### config.mk
export PLATFORM = sky130hd
export DESIGN_NAME = force_wb_arbiter
export DESIGN_NICKNAME = d
export VERILOG_FILES = /design/src/rtl/force_wb_arbiter.sv
export SDC_FILE = /design/constraint.sdc
export NUM_CORES = 2
export LEC_CHECK = 0
export ABC_CLOCK_PERIOD_IN_PS = 13900
export CAP_MARGIN = 30
export CELL_PAD_IN_SITES_DETAIL_PLACEMENT = 2
export CELL_PAD_IN_SITES_GLOBAL_PLACEMENT = 2
export CORE_MARGIN = 5
export CORE_UTILIZATION = 30
export CTS_BUF_LIST = sky130_fd_sc_hd__clkbuf_8
export DETAILED_ROUTE_END_ITERATION = 10
export HOLD_SLACK_MARGIN = 0.08
export PLACE_DENSITY = 0.69
export SLEW_MARGIN = 20
export SYNTH_ARGS = -nofsm -noshare
export SYNTH_HDL_FRONTEND = slang
export SYNTH_SLANG_ARGS = --single-unit
### constraint.sdc
create_clock -name clk -period 13.9 [get_ports clk]
set_input_delay 2.78 -clock clk [delete_from_list [all_inputs] [get_ports clk]]
set_output_delay 2.78 -clock clk [all_outputs]
set_load 0.03 [all_outputs]
### src/rtl/force_wb_arbiter.sv
`default_nettype none
// ============================================================================
// force_wb_arbiter : buffers per-lane accumulated forces and serializes them
//                    round-robin onto one valid/ready force-cache write port.
// Revision 1.0
// ============================================================================
module force_wb_arbiter #(
    parameter int  DATA_WIDTH        = 32,
    parameter int  PARTICLE_ID_WIDTH = 20,
    parameter int  CELL_ID_WIDTH     = 3,
    parameter int  NUM_ACC           = 7,
    parameter int  LANE_DEPTH        = 2,
    localparam int ID_WIDTH          = 3*CELL_ID_WIDTH + PARTICLE_ID_WIDTH
) (
    input  logic                                clk,
    input  logic                                rst,
    input  logic [NUM_ACC-1:0]                  in_valid,
    input  logic [NUM_ACC-1:0]                  in_start_wb,
    input  logic [NUM_ACC-1:0][ID_WIDTH-1:0]    in_particle_id,
    input  logic [NUM_ACC-1:0][DATA_WIDTH-1:0]  in_force_x,
    input  logic [NUM_ACC-1:0][DATA_WIDTH-1:0]  in_force_y,
    input  logic [NUM_ACC-1:0][DATA_WIDTH-1:0]  in_force_z,
    output logic                                out_valid,
    input  logic                                out_ready,
    output logic [2:0]                          out_lane,
    output logic [ID_WIDTH-1:0]                 out_particle_id,
    output logic [DATA_WIDTH-1:0]               out_force_x,
    output logic [DATA_WIDTH-1:0]               out_force_y,
    output logic [DATA_WIDTH-1:0]               out_force_z,
    output logic                                wb_busy,
    output logic                                round_done,
    output logic                                overflow_err
);

    localparam int ENTRY_W = ID_WIDTH + 3*DATA_WIDTH;
    localparam int ADDR_W  = $clog2(LANE_DEPTH);
    localparam int CNT_W   = $clog2(LANE_DEPTH) + 1;
    localparam int LANE_W  = 3;

    typedef enum logic [1:0] {
        S_IDLE   = 2'd0,
        S_ACTIVE = 2'd1,
        S_DONE   = 2'd2
    } state_t;

    logic [NUM_ACC-1:0]               w_nonempty;
    logic [NUM_ACC-1:0]               w_push;
    logic [NUM_ACC-1:0]               w_pop;
    logic [NUM_ACC-1:0]               w_drop;
    logic [NUM_ACC-1:0][ENTRY_W-1:0]  w_head;
    logic                             w_load;
    logic                             w_grant_valid;
    logic [LANE_W-1:0]                w_grant_idx;
    logic [LANE_W-1:0]                w_scan;
    logic                             w_busy;

    logic [LANE_W-1:0]                rr_q;
    logic                             out_valid_q;
    logic [LANE_W-1:0]                out_lane_q;
    logic [ENTRY_W-1:0]               out_entry_q;
    logic                             overflow_q;
    logic                             round_done_q;
    state_t                           state_q;

    // Per-lane FIFO; a push into a full lane still lands if that lane pops this cycle.
    for (genvar i = 0; i < NUM_ACC; i++) begin : g_lane
        logic [ENTRY_W-1:0] mem_q [LANE_DEPTH];
        logic [ADDR_W-1:0]  wr_ptr_q;
        logic [ADDR_W-1:0]  rd_ptr_q;
        logic [CNT_W-1:0]   cnt_q;
        logic               w_full;

        assign w_full        = (cnt_q == CNT_W'(LANE_DEPTH));
        assign w_nonempty[i] = (cnt_q != '0);
        assign w_push[i]     = in_valid[i] & (~w_full | w_pop[i]);
        assign w_drop[i]     = in_valid[i] & w_full & ~w_pop[i];
        assign w_head[i]     = mem_q[rd_ptr_q];

        always_ff @(posedge clk) begin
            if (rst) begin
                wr_ptr_q <= '0;
                rd_ptr_q <= '0;
                cnt_q    <= '0;
            end else begin
                if (w_push[i]) wr_ptr_q <= wr_ptr_q + ADDR_W'(1);
                if (w_pop[i])  rd_ptr_q <= rd_ptr_q + ADDR_W'(1);
                case ({w_push[i], w_pop[i]})
                    2'b10:   cnt_q <= cnt_q + CNT_W'(1);
                    2'b01:   cnt_q <= cnt_q - CNT_W'(1);
                    default: cnt_q <= cnt_q;
                endcase
            end
        end

        always_ff @(posedge clk) begin
            if (w_push[i]) begin
                mem_q[wr_ptr_q] <= {in_particle_id[i], in_force_x[i], in_force_y[i], in_force_z[i]};
            end
        end
    end

    assign w_load = ~out_valid_q | out_ready;

    // First non-empty lane after the last grant, wrapping at NUM_ACC.
    always_comb begin
        w_grant_valid = 1'b0;
        w_grant_idx   = '0;
        w_scan        = '0;
        for (int k = 1; k <= NUM_ACC; k++) begin
            w_scan = LANE_W'((int'(rr_q) + k) % NUM_ACC);
            if (!w_grant_valid && w_nonempty[w_scan]) begin
                w_grant_valid = 1'b1;
                w_grant_idx   = w_scan;
            end
        end
    end

    assign w_pop  = (w_load && w_grant_valid) ? (NUM_ACC'(1) << w_grant_idx) : '0;
    assign w_busy = (|w_nonempty) | out_valid_q;

    always_ff @(posedge clk) begin
        if (rst) begin
            rr_q        <= LANE_W'(NUM_ACC - 1);
            out_valid_q <= 1'b0;
            out_lane_q  <= '0;
            out_entry_q <= '0;
            overflow_q  <= 1'b0;
        end else begin
            if (w_load) begin
                if (w_grant_valid) begin
                    out_valid_q <= 1'b1;
                    out_lane_q  <= w_grant_idx;
                    out_entry_q <= w_head[w_grant_idx];
                    rr_q        <= w_grant_idx;
                end else begin
                    out_valid_q <= 1'b0;
                end
            end
            if (|w_drop) overflow_q <= 1'b1;
        end
    end

    always_ff @(posedge clk) begin
        if (rst) begin
            state_q      <= S_IDLE;
            round_done_q <= 1'b0;
        end else begin
            round_done_q <= 1'b0;
            case (state_q)
                S_IDLE: begin
                    if (|in_start_wb) state_q <= S_ACTIVE;
                end
                S_ACTIVE: begin
                    if (!w_busy && (in_valid == '0) && (in_start_wb == '0)) begin
                        state_q      <= S_DONE;
                        round_done_q <= 1'b1;
                    end
                end
                S_DONE: begin
                    state_q <= (|in_start_wb) ? S_ACTIVE : S_IDLE;
                end
                default: state_q <= S_IDLE;
            endcase
        end
    end

    assign out_valid       = out_valid_q;
    assign out_lane        = out_lane_q;
    assign out_particle_id = out_entry_q[ENTRY_W-1 -: ID_WIDTH];
    assign out_force_x     = out_entry_q[3*DATA_WIDTH-1 -: DATA_WIDTH];
    assign out_force_y     = out_entry_q[2*DATA_WIDTH-1 -: DATA_WIDTH];
    assign out_force_z     = out_entry_q[DATA_WIDTH-1:0];
    assign wb_busy         = w_busy;
    assign round_done      = round_done_q;
    assign overflow_err    = overflow_q;

endmodule
`default_nettype wire

==> reports/metrics.json <==
{
  "routed_via_density": {"value": 5.27},
  "final.min_clock_period": {"value": 10.00, "unit": "ns"},
  "initial_utilization": {"value": 0.301},
  "post_cts.repair.setup_buffers": {"value": 0},
  "timing.critical_path.buf_inv": {"value": 8},
  "route.detailed.wl_per_inst": {"value": 32.5, "unit": "um"},
  "grt_pass1_vias": {"value": 55800},
  "post_synth_instance_area": {"value": 77300, "unit": "sq um"},
  "synthCells": {"value": 4911},
  "gr-usage-met1": {"value": 0.287},
  "min_path_cells": {"value": 2},
  "hold_path_startpoint": {"value": "out_lane[2]$_SDFFE_PP0N_"},
  "synth.avg_cell_area": {"value": 15.7, "unit": "sq um"},
  "buffer_ports.inserted": {"value": 1023},
  "worst_path_largest_cell_delay": {"value": 0.85, "unit": "ns"},
  "min_delay_worst_endpoint": {"value": "out_lane[2]$_SDFFE_PP0N_"},
  "synth.top_cell.area_share": {"value": 0.680},
  "floorplan.die.width": {"value": 518, "unit": "um"},
  "unrepaired_setup_endpoints_after_global_routing": {"value": "no"},
  "place_congestion": {"value": 0.844},
  "number_of_nets_still_failing_antenna_checks_after_routing": {"value": 0},
  "groute.usage.overall": {"value": 0.229},
  "htreeDepth": {"value": 5},
  "worst-path-max-fanout": {"value": 53},
  "cts_hold_buf": {"value": 0},
  "post-route-period-util": {"value": 0.720},
  "syn-num-nets": {"value": 5829},
  "grt_busiest_layer": {"value": "met2"},
  "vias": {"value": 52000},
  "design.die.area": {"value": 268000, "unit": "sq um"},
  "status": {"value": "finished clean"},
  "synth_edf_count": {"value": 1750},
  "cts.path.max_buffers": {"value": 4},
  "num_io_pins": {"value": 1024},
  "critPathArrivalTime": {"value": 10.96, "unit": "ns"},
  "slew_viol_final": {"value": 0},
  "synth.lib_cells_used.distinct": {"value": 104},
  "mostFrequentLayoutCell": {"value": "edfxtp_1"},
  "proportion_of_layout_cells_with_a_drive_suffix_above_1": {"value": 0.146},
  "clock-sinks": {"value": 1920},
  "placed_cell_area": {"value": 91700, "unit": "sq um"},
  "synth.largest_area_cell": {"value": "edfxtp_1"},
  "worst_path_max_delay_cell": {"value": "ha_1"},
  "ys_seq_area_frac": {"value": 0.724},
  "grt_start_max_net_pins": {"value": 159},
  "crit_family": {"value": "buffers and inverters"},
  "route.detailed.drc": {"value": 0},
  "crit_path_launch_type": {"value": "flop"},
  "timing.hold.worst.class": {"value": "flop to flop"},
  "worst_pin_slew": {"value": 1.37, "unit": "ns"},
  "final_cell_area": {"value": 98800, "unit": "sq um"},
  "report.final.setup_viol": {"value": 0},
  "setup-tns-final": {"value": 0, "unit": "ns"},
  "max_cap_violations": {"value": 0},
  "max_slew_margin": {"value": 0.0848},
  "cts-root-buf": {"value": "clkbuf_8"},
  "top_area_cells_in_the_synthesized_netlist": {"value": "edfxtp_1, mux2i_1, dfxtp_1"},
  "dr.pass1.iters": {"value": 5},
  "tritoncts": {"value": "done"},
  "regToRegSetupSlack": {"value": 3.90, "unit": "ns"},
  "layout_common_cells": {"value": "edfxtp_1, clkdlybuf4s50_1, mux2i_1"},
  "met3_use_gr": {"value": 0.0478},
  "post_cts_resized": {"value": 0},
  "violation_count_after_the_first_detailed_route_iteration": {"value": 4414},
  "worst-r2r-cell-count": {"value": 26},
  "antenna_found_initial": {"value": 162},
  "synth-seq-cells": {"value": 1920},
  "timing.fmax": {"value": 100, "unit": "MHz"},
  "total_number_of_placement_rows": {"value": 186},
  "core": {"value": 257000, "unit": "sq um"},
  "timing_hold_violations_final": {"value": 0},
  "die_y": {"value": 518, "unit": "um"},
  "cts.reportedPaths.clkPinSlew": {"value": 0.06, "unit": "ns"},
  "final_net_count": {"value": 7005},
  "grt_pass1_wl": {"value": 439000, "unit": "um"},
  "critPathCaptureType": {"value": "flop"},
  "grt_overflow": {"value": 0},
  "clkLatencyLatePin": {"value": 1.12, "unit": "ns"},
  "critical_path_required": {"value": 14.86, "unit": "ns"},
  "dp.final_hpwl": {"value": 223000, "unit": "um"},
  "postSynth.topFlopCell": {"value": "edfxtp_1"},
  "fin_worst_skew": {"value": 0.127, "unit": "ns"},
  "rr_endpoint": {"value": "out_entry_q[90]$_SDFFE_PP0N_"},
  "totalWireLength": {"value": 320000, "unit": "um"},
  "synth_warnings": {"value": 0},
  "groute.layer.met2.usage": {"value": 0.377},
  "cp_common_cell": {"value": "buf_4"},
  "cts_inserted_buffers": {"value": 359},
  "area.growth.synth_to_final": {"value": 27.8, "unit": "%"},
  "postSynth.asyncResetShare": {"value": 0},
  "timing.rr.start": {"value": "rr_q[0]$_SDFFE_PP0N_"},
  "path_type_of_the_worst_setup_path": {"value": "flop to flop"}
}
[state kept, by name, summed over array words and instances, names as in the netlist, named ones only]
name	flops
state_q	2
g_lane.mem_q	1750
g_lane.wr_ptr_q	7
out_lane	2
g_lane.rd_ptr_q	7
overflow_err	1
rr_q	3
out_valid	1
g_lane.cnt_q	14
out_entry_q	125
round_done	1
[stage by stage]
step / hold WS [ns] / utilization / setup WS, ns / std cells
6_report: 0.476 / 0.385 / 3.90 / 9859
5_1_grt: 0.495 / 0.385 / 3.37 / 9841
4_1_cts: 0.462 / 0.384 / 3.98 / 9743
3_5_place_dp: 0.455 / 0.357 / 3.96 / 9108
3_3_place_gp: 0.451 / 0.357 / 4.00 / 9102
2_1_floorplan: 0.457 / - / 2.78 / 4911
[per-layer routing]
metal	share of wire	up-vias
li1	-	21900
met1	0.41	27200
met2	0.48	2103
met3	0.061	656
met4	0.047	42
met5	0.00078	-
[kinds of logic after synthesis]
logic type / Yosys count / share of synthesized area
XOR/XNOR: 28 / 0.00337
buffers and inverters: 358 / 0.0193
AND/OR/NAND/NOR: 742 / 0.0471
adder cells (fa/ha/maj): 26 / 0.00421
AO/OA/AOI/OAI: 1077 / 0.0988
flip-flops: 1920 / 0.724
multiplexers: 760 / 0.103
[how the worst max path moves through the flow]
stage,start,endpoint,slack [ns],depth (start not counted)
floorplan,rr_q[0]$_SDFFE_PP0N_,g_lane[3].mem_q[1][0]$_DFFE_PP_,2.78,25
global placement,rr_q[0]$_SDFFE_PP0N_,out_entry_q[77]$_SDFFE_PP0N_,4.00,24
detailed placement,rr_q[0]$_SDFFE_PP0N_,out_entry_q[90]$_SDFFE_PP0N_,3.96,26
CTS,rr_q[0]$_SDFFE_PP0N_,out_entry_q[90]$_SDFFE_PP0N_,3.98,26
global route,rr_q[0]$_SDFFE_PP0N_,out_entry_q[85]$_SDFFE_PP0N_,3.37,26
finish,rr_q[0]$_SDFFE_PP0N_,out_entry_q[90]$_SDFFE_PP0N_,3.90,26
[layout make-up]
class                      instances  area [sq um]
clock inverter                   239          1370
inverter                          38           173
clock buffer                     396          5450
antenna                          114           285
tap                             3384          4230
timing repair buffer            1135         11200
sequential                      1920         56000
fill                           25400        158000
multi-input combinational       2633         20100
[synth_stat cells (all sizes together) (4+ instances only)]
| cell | instances |
|---|---|
| a211o | 14 |
| a21oi | 256 |
| o22ai | 13 |
| o31ai | 6 |
| buf | 103 |
| o21a | 7 |
| dfxtp | 170 |
| nand2 | 302 |
| clkbuf | 217 |
| a211oi | 237 |
| mux2i | 501 |
| a221oi | 9 |
| a22oi | 70 |
| a21boi | 4 |
| a21o | 32 |
| and3 | 9 |
| a32oi | 67 |
| o31a | 4 |
| or2 | 12 |
| mux2 | 256 |
| o211ai | 130 |
| nor3b | 14 |
| o32ai | 16 |
| or3 | 11 |
| nand2b | 8 |
| nand3 | 77 |
| nor4 | 12 |
| o211a | 4 |
| a31oi | 41 |
| o221a | 9 |
| a221o | 4 |
| nor3 | 40 |
| o22a | 4 |
| xnor2 | 27 |
| edfxtp | 1750 |
| inv | 37 |
| nand4 | 4 |
| o21ai | 84 |
| o41ai | 12 |
| ha | 26 |
| nor2b | 151 |
| a311oi | 17 |
| nor2 | 85 |
| and2 | 6 |
| o221ai | 6 |
[tightest hold or removal path, cell delays in order (launching register included)]
cell,delay (ns)
dfxtp_1,0.31
nand2_1,0.05
a21oi_1,0.06
Power is not shown: default switching activity piles up to over one toggle a cycle in this logic, so the estimate is an artifact.
